--- src/rtl/riscv_pkg.sv ---
// rtl/riscv_pkg.sv - shared fetch-stage constants, state and next-PC select types
package riscv_pkg;

   localparam int          XLEN      = 32;
   localparam logic [31:0] RESET_PC  = 32'h0000_0000;
   localparam logic [31:0] NOP_INSTR = 32'h0000_0013;

   typedef enum logic {
      FETCH = 1'b0,
      HOLD  = 1'b1
   } fetch_state_t;

   typedef enum logic [1:0] {
      PC_HOLD     = 2'd0,
      PC_INC      = 2'd1,
      PC_TARGET   = 2'd2,
      PC_REDIRECT = 2'd3
   } pc_sel_t;

endpackage

--- src/rtl/pc_fetch_unit_if.sv ---
// rtl/pc_fetch_unit_if.sv - redirect, instruction-memory and decode-side signals of the fetch stage
interface pc_fetch_unit_if #(
   parameter int XLEN = riscv_pkg::XLEN
);

   logic            branch_taken;
   logic [XLEN-1:0] branch_target;
   logic            stall;
   logic            imem_req;
   logic [XLEN-1:0] imem_addr;
   logic            imem_ack;
   logic [31:0]     imem_rdata;
   logic            if_valid;
   logic [XLEN-1:0] if_pc;
   logic [31:0]     if_instr;
   logic            if_ready;

   modport master (
      input  branch_taken, branch_target, stall, imem_ack, imem_rdata, if_ready,
      output imem_req, imem_addr, if_valid, if_pc, if_instr
   );

   modport slave (
      output branch_taken, branch_target, stall, imem_ack, imem_rdata, if_ready,
      input  imem_req, imem_addr, if_valid, if_pc, if_instr
   );

endinterface

--- src/rtl/pc_next_sel.sv ---
// rtl/pc_next_sel.sv - combinational next-PC mux (hold, pc+4, branch target, saved redirect)
module pc_next_sel
   import riscv_pkg::*;
#(
   parameter int PC_W = 32
) (
   input  pc_sel_t         sel,
   input  logic [PC_W-1:0] pc,
   input  logic [PC_W-1:0] pc_inc,
   input  logic [PC_W-1:0] target,
   input  logic [PC_W-1:0] redirect,
   output logic [PC_W-1:0] pc_next
);

   always_comb begin
      pc_next = pc;
      case (sel)
         PC_HOLD:     pc_next = pc;
         PC_INC:      pc_next = pc_inc;
         PC_TARGET:   pc_next = target;
         PC_REDIRECT: pc_next = redirect;
         default:     pc_next = pc;
      endcase
   end

endmodule

--- src/rtl/pc_fetch_unit.sv ---
// rtl/pc_fetch_unit.sv - PC register, single-outstanding imem fetch and decode handoff
module pc_fetch_unit #(
   parameter int              XLEN      = riscv_pkg::XLEN,
   parameter logic [XLEN-1:0] RESET_PC  = XLEN'(riscv_pkg::RESET_PC),
   parameter logic [31:0]     NOP_INSTR = riscv_pkg::NOP_INSTR
) (
   input  logic            clk,
   input  logic            rst,
   pc_fetch_unit_if.master bus
);

   import riscv_pkg::*;

   fetch_state_t    state, state_n;
   pc_sel_t         sel;
   logic [XLEN-1:0] pc, pc_next, pc_inc, target_aligned;
   logic [XLEN-1:0] redirect, redirect_n;
   logic            kill, kill_n;
   logic            valid_q, valid_n;
   logic [XLEN-1:0] ifpc_q, ifpc_n;
   logic [31:0]     instr_q, instr_n;

   assign pc_inc         = pc + XLEN'(4);
   assign target_aligned = bus.branch_target & ~XLEN'(3);

   pc_next_sel #(.PC_W(XLEN)) u_pc_next_sel (
      .sel      (sel),
      .pc       (pc),
      .pc_inc   (pc_inc),
      .target   (target_aligned),
      .redirect (redirect),
      .pc_next  (pc_next)
   );

   always_ff @(posedge clk) begin
      if (rst) begin
         state    <= FETCH;
         pc       <= RESET_PC;
         kill     <= 1'b0;
         redirect <= '0;
         valid_q  <= 1'b0;
         ifpc_q   <= '0;
         instr_q  <= NOP_INSTR;
      end else begin
         state    <= state_n;
         pc       <= pc_next;
         kill     <= kill_n;
         redirect <= redirect_n;
         valid_q  <= valid_n;
         ifpc_q   <= ifpc_n;
         instr_q  <= instr_n;
      end
   end

   // An ack outside FETCH is a protocol error and falls through untouched.
   always_comb begin
      state_n    = state;
      sel        = PC_HOLD;
      kill_n     = kill;
      redirect_n = redirect;
      valid_n    = valid_q;
      ifpc_n     = ifpc_q;
      instr_n    = instr_q;
      case (state)
         FETCH: begin
            if (bus.imem_ack) begin
               if (kill || bus.branch_taken) begin
                  sel    = bus.branch_taken ? PC_TARGET : PC_REDIRECT;
                  kill_n = 1'b0;
               end else begin
                  valid_n = 1'b1;
                  ifpc_n  = pc;
                  instr_n = bus.imem_rdata;
                  sel     = PC_INC;
                  state_n = HOLD;
               end
            end else if (bus.branch_taken) begin
               // Address must stay stable until the ack, so the target waits here.
               kill_n     = 1'b1;
               redirect_n = target_aligned;
            end
         end
         HOLD: begin
            if (bus.branch_taken) begin
               valid_n = 1'b0;
               instr_n = NOP_INSTR;
               sel     = PC_TARGET;
               state_n = FETCH;
            end else if (bus.if_ready && !bus.stall) begin
               valid_n = 1'b0;
               instr_n = NOP_INSTR;
               state_n = FETCH;
            end
         end
      endcase
   end

   assign bus.imem_req  = (state == FETCH) && !rst;
   assign bus.imem_addr = pc;
   assign bus.if_valid  = valid_q;
   assign bus.if_pc     = ifpc_q;
   assign bus.if_instr  = instr_q;

endmodule

--- src/flat_wrapper.sv ---
// flat-port wrapper written by rule: the top's interface ports become plain ports
module pc_fetch_unit_flat import riscv_pkg::*;
#(
   parameter int              XLEN      = riscv_pkg::XLEN,
   parameter logic [XLEN-1:0] RESET_PC  = XLEN'(riscv_pkg::RESET_PC),
   parameter logic [31:0]     NOP_INSTR = riscv_pkg::NOP_INSTR
)
  (clk, rst, bus_branch_taken, bus_branch_target, bus_stall, bus_imem_ack, bus_imem_rdata, bus_if_ready, bus_imem_req, bus_imem_addr, bus_if_valid, bus_if_pc, bus_if_instr);
  pc_fetch_unit_if #(.XLEN(XLEN)) bus_i ();
  input  logic clk;
  input  logic rst;
  input wire logic [$bits(bus_i.branch_taken)-1:0] bus_branch_taken;
  input wire logic [$bits(bus_i.branch_target)-1:0] bus_branch_target;
  input wire logic [$bits(bus_i.stall)-1:0] bus_stall;
  input wire logic [$bits(bus_i.imem_ack)-1:0] bus_imem_ack;
  input wire logic [$bits(bus_i.imem_rdata)-1:0] bus_imem_rdata;
  input wire logic [$bits(bus_i.if_ready)-1:0] bus_if_ready;
  output wire logic [$bits(bus_i.imem_req)-1:0] bus_imem_req;
  output wire logic [$bits(bus_i.imem_addr)-1:0] bus_imem_addr;
  output wire logic [$bits(bus_i.if_valid)-1:0] bus_if_valid;
  output wire logic [$bits(bus_i.if_pc)-1:0] bus_if_pc;
  output wire logic [$bits(bus_i.if_instr)-1:0] bus_if_instr;
  assign bus_i.branch_taken = bus_branch_taken;
  assign bus_i.branch_target = bus_branch_target;
  assign bus_i.stall = bus_stall;
  assign bus_i.imem_ack = bus_imem_ack;
  assign bus_i.imem_rdata = bus_imem_rdata;
  assign bus_i.if_ready = bus_if_ready;
  assign bus_imem_req = bus_i.imem_req;
  assign bus_imem_addr = bus_i.imem_addr;
  assign bus_if_valid = bus_i.if_valid;
  assign bus_if_pc = bus_i.if_pc;
  assign bus_if_instr = bus_i.if_instr;
  pc_fetch_unit #(.XLEN(XLEN), .RESET_PC(RESET_PC), .NOP_INSTR(NOP_INSTR)) u_core (.clk(clk), .rst(rst), .bus(bus_i));
endmodule
--- config.mk ---
export PLATFORM = sky130hd
export DESIGN_NAME = pc_fetch_unit_flat
export DESIGN_NICKNAME = d
export VERILOG_FILES = /design/src/rtl/riscv_pkg.sv /design/src/rtl/pc_fetch_unit_if.sv /design/src/rtl/pc_next_sel.sv /design/src/rtl/pc_fetch_unit.sv /design/src/flat_wrapper.sv
export SDC_FILE = /design/constraint.sdc
export NUM_CORES = 1
export LEC_CHECK = 0
export CAP_MARGIN = 20
export CORE_UTILIZATION = 40
export DETAILED_ROUTE_END_ITERATION = 16
export PLACE_DENSITY_LB_ADDON = 0.15
export REMOVE_ABC_BUFFERS = 1
export SYNTH_ARGS = -nofsm -noshare
export SYNTH_HDL_FRONTEND = slang
export SYNTH_SLANG_ARGS = --single-unit
--- constraint.sdc ---
create_clock -name clk -period 1.7 [get_ports clk]
set_input_delay 0.17 -clock clk [delete_from_list [all_inputs] [get_ports clk]]
set_output_delay 0.17 -clock clk [all_outputs]
set_load 0.1 [all_outputs]
==> results by group <==
Cells and area
  • Number of non-filler instances in the completed layout: 1114
  • Fill cells: 1064
  • Ratio of cells with drive above 1 in the final layout: 29.4%
  • Final Cell Area: 0.00899 mm²
  • Final Util: 67.1%
  • Nets@finish: 997
  • Antenna diode count: 0
  • Syn-to-layout area delta: 61.6%

Critical path
  • Critical path data required time: 2000 ps
  • Slowest cell delay on critical path: 360 ps
  • Worst reg-to-reg path cell count: 8
  • Slowest cell on crit path: dfxtp_4
  • Critical path endpoint category: register
  • Setup CP Type: register to register
  • Cell repeated most along the worst path: buf_6
  • Worst reg-to-reg setup slack: 10 ps
  • Worst r2r src: u_core.bus.imem_addr[2]
  • Critical path data arrival time: 1980 ps
  • CP bufs+invs: 3
  • Family with the most delay on the worst path: simple AND/OR/NAND/NOR gates
  • RR Endpoint: u_core.bus.imem_addr[17]
  • Worst Path Max Fanout: 4
  • Critical-path cell list: buf_6, and4_4, buf_6, nand4_1, buf_4, or3_4, a21oi_2, a211oi_1
  • Critical path startpoint category: register

Clock network
  • Clk_lat worst skew: 420 ps
  • CTS buffer count: 17
  • H-tree levels: 4
  • CTS clk-pin slew, worst paths: 50 ps
  • Sink Count: 125
  • CTS tree: built
  • CTS Buffer Depth: 2
  • Post-CTS Hold Buffers: 0
  • Clock root cell: clkbuf_16

Global route
  • Grt total ovfl: 0
  • First-pass GRT wire length: 29.1 mm
  • Initial antenna violation count: 0
  • Overall Global Routing Usage: 25.7%
  • Number of global-route vias before repair: 6002
  • Pin count of the biggest net entering global routing: 45

Die
  • Initial Util: 41.5%
  • Die ar.: 0.0144 mm²
  • Die Wd: 120 µm
  • Row cnt: 42
  • IO Count: 168
  • Core area: 0.0134 mm²
  • Die height: 120 µm

Worst hold path
  • Hold Path Sink: u_core.redirect[29]
  • Hold Path Origin: rst
  • Worst hold path cell count: 2
  • Hold Crit Class: input pin to register

Pwr
  • Power density over the cells: 1030 mW/mm²
  • IR Drop Worst-Case VDD: 734 µV
  • Leakage: 0.00358 µW

Synth
  • #FFs+latches synth: 125
  • Synth Area in Simple Gates: 22.6%
  • Sequential share of the synthesized area: 45.0%
  • Synth area leader: dfxtp_1
  • Post-synthesis compound-gate area fraction: 25.3%
  • Main combinational cell family by area after synthesis: compound AO/OA/AOI/OAI gates
  • Unique masters post-synth: 63
  • Adder-cell share of the synthesized area: 0.225%
  • Synth cell count leaders: nand2_1, dfxtp_1, a21oi_1
  • Top-area cell type share of the netlist area: 45.0%
  • Main synth FF type: dfxtp_1
  • Mux cell area share after synthesis: 0.562%
  • Count leader, synth: nand2_1
  • Synth Cell Area: 0.00557 mm²
  • Synth area leaders: dfxtp_1, nand2_1, a21oi_1
  • Post-synth EDFFs: 0
  • Post-Syn Instances: 690
  • Post-Syn Area per Cell: 8.07 µm²
  • Yosys warns: 0
  • Async SR Flop Fraction: 0%
  • Area share of xor/xnor cells in the synthesized design: 0.629%

Placement
  • Post-DP Area: 0.00818 mm²
  • Final GP Congestion: 0.909
  • DP HPWL: 13.2 mm
  • Placed cell count: 1072
  • I/O Buffers: 161

Timing
  • Final total negative setup slack: 0 ps
  • Setup-failing EPs final: 0
  • Setup repair after global routing missed its margin: true
  • Final min period: 1690 ps
  • Slew Viols, Final: 0
  • Hold Vio Cnt, Final: 0
  • Worst clock skew: 9.16 ps
  • Period Utilization, post-route: 99.1%
  • Fmax: 593 MHz

Drt
  • ANT nets after route: 0
  • Routed WL: 18.4 mm
  • Initial DRC count: 508
  • Pre-Repair DR Iteration Count: 5
  • Wire per inst: 16.5 µm
  • Via count: 6180
  • Drc violations: 0
  • Vias/cell: 5.55

Run
  • Max Cap Violations: 0

Outcome
  • Status: completed
[through the flow]
step	hold slack, ps	total power [µW]	setup WS (ps)
final	36.1	9270	14.8
after global routing	48.9	9570	-55.2
after CTS	30.1	9270	-8.13
after detailed placement	448	5660	-331
after global placement	441	5620	-262
after floorplan	239	4610	-1160
[state kept, by name, indices dropped and copies added, names as in the netlist]
signal / flops
u_core.bus.if_instr: 32
u_core.bus.if_pc: 30
u_core.bus.if_valid: 1
u_core.bus.imem_addr: 30
u_core.kill: 1
u_core.redirect: 30
u_core.state: 1
[metal layers]
layer  track usage, %  part of all wire, %
met1             30.5                   41
met2             42.6                   48
met3             7.37                  7.8
met4             11.7                  2.4
met5                0                    0
[worst max-delay path by stage]
stage,start,endpoint,cells after the start
3_3_place_gp,bus_branch_taken,u_core.bus.imem_addr[7],8
6_report,u_core.bus.imem_addr[2],u_core.bus.imem_addr[17],8
3_5_place_dp,bus_branch_taken,u_core.bus.imem_addr[7],8
2_1_floorplan,u_core.kill,u_core.bus.imem_addr[12],5
4_1_cts,u_core.bus.imem_addr[2],u_core.bus.imem_addr[28],6
5_1_grt,u_core.bus.imem_addr[3],u_core.bus.imem_addr[22],6
[timing repair]
action | in CTS | in global routing
pin swaps | 5 | 14
buffers inserted | 1 | 9
endpoints found under the setup margin | 12 | 22
resized for setup | 11 | 24
cloned | 0 | 1
[worst register-to-register path, delay by kind of cell, from the launching register on]
| kind | cells | cell delay, ps |
|---|---|---|
| AND/OR/NAND/NOR | 3 | 630 |
| buffers and inverters | 3 | 370 |
| AO/OA/AOI/OAI | 2 | 190 |
| flip-flops | 1 | 360 |
[cells by family (layout without fill, tap and decap cells)]
group           Yosys count  after routing
simple gates            269            269
compound gates          215            215
flops                   125            125
buf+inv                  72            317
xor+xnor                  4              4
mux                       3              3
fa+ha+maj                 1              1
other cells               1              4
[power breakdown]
| part | internal [µW] | total [µW] | switching [µW] | leakage (µW) |
|---|---|---|---|---|
| Clock | 2330 | 3600 | 1270 | 0.000289 |
| Sequential | 3090 | 3220 | 125 | 0.00103 |
| Combinational | 883 | 2450 | 1560 | 0.00226 |
| Total | 6310 | 9270 | 2960 | 0.00358 |
[cell type report]
cell class / count / area (µm²) / share of cell area, %
repair buffers: 270 / 2730 / 30.3
multi-input cells: 496 / 2880 / 32.0
inverters: 16 / 60.1 / 0.668
clock buffers: 25 / 505 / 5.62
well taps: 176 / 220 / 2.45
clock inverters: 6 / 82.6 / 0.918
flip-flops and latches: 125 / 2520 / 28.0
[cells in the final DEF, fill, tap and decap left out, types with 7 or more instances in the layout]
master / instances
clkdlybuf4s50_1: 65
nand2_1: 147
dfxtp_2: 8
nor3_1: 9
buf_4: 159
o21ai_0: 10
clkbuf_16: 18
a221o_1: 9
inv_1: 15
o21ai_1: 11
dfxtp_1: 115
a211oi_1: 15
nand3_1: 10
a22oi_1: 31
buf_12: 40
a222oi_1: 7
a21oi_1: 89
nor2_1: 49
Note: power is estimated with default switching activity, not from simulation.
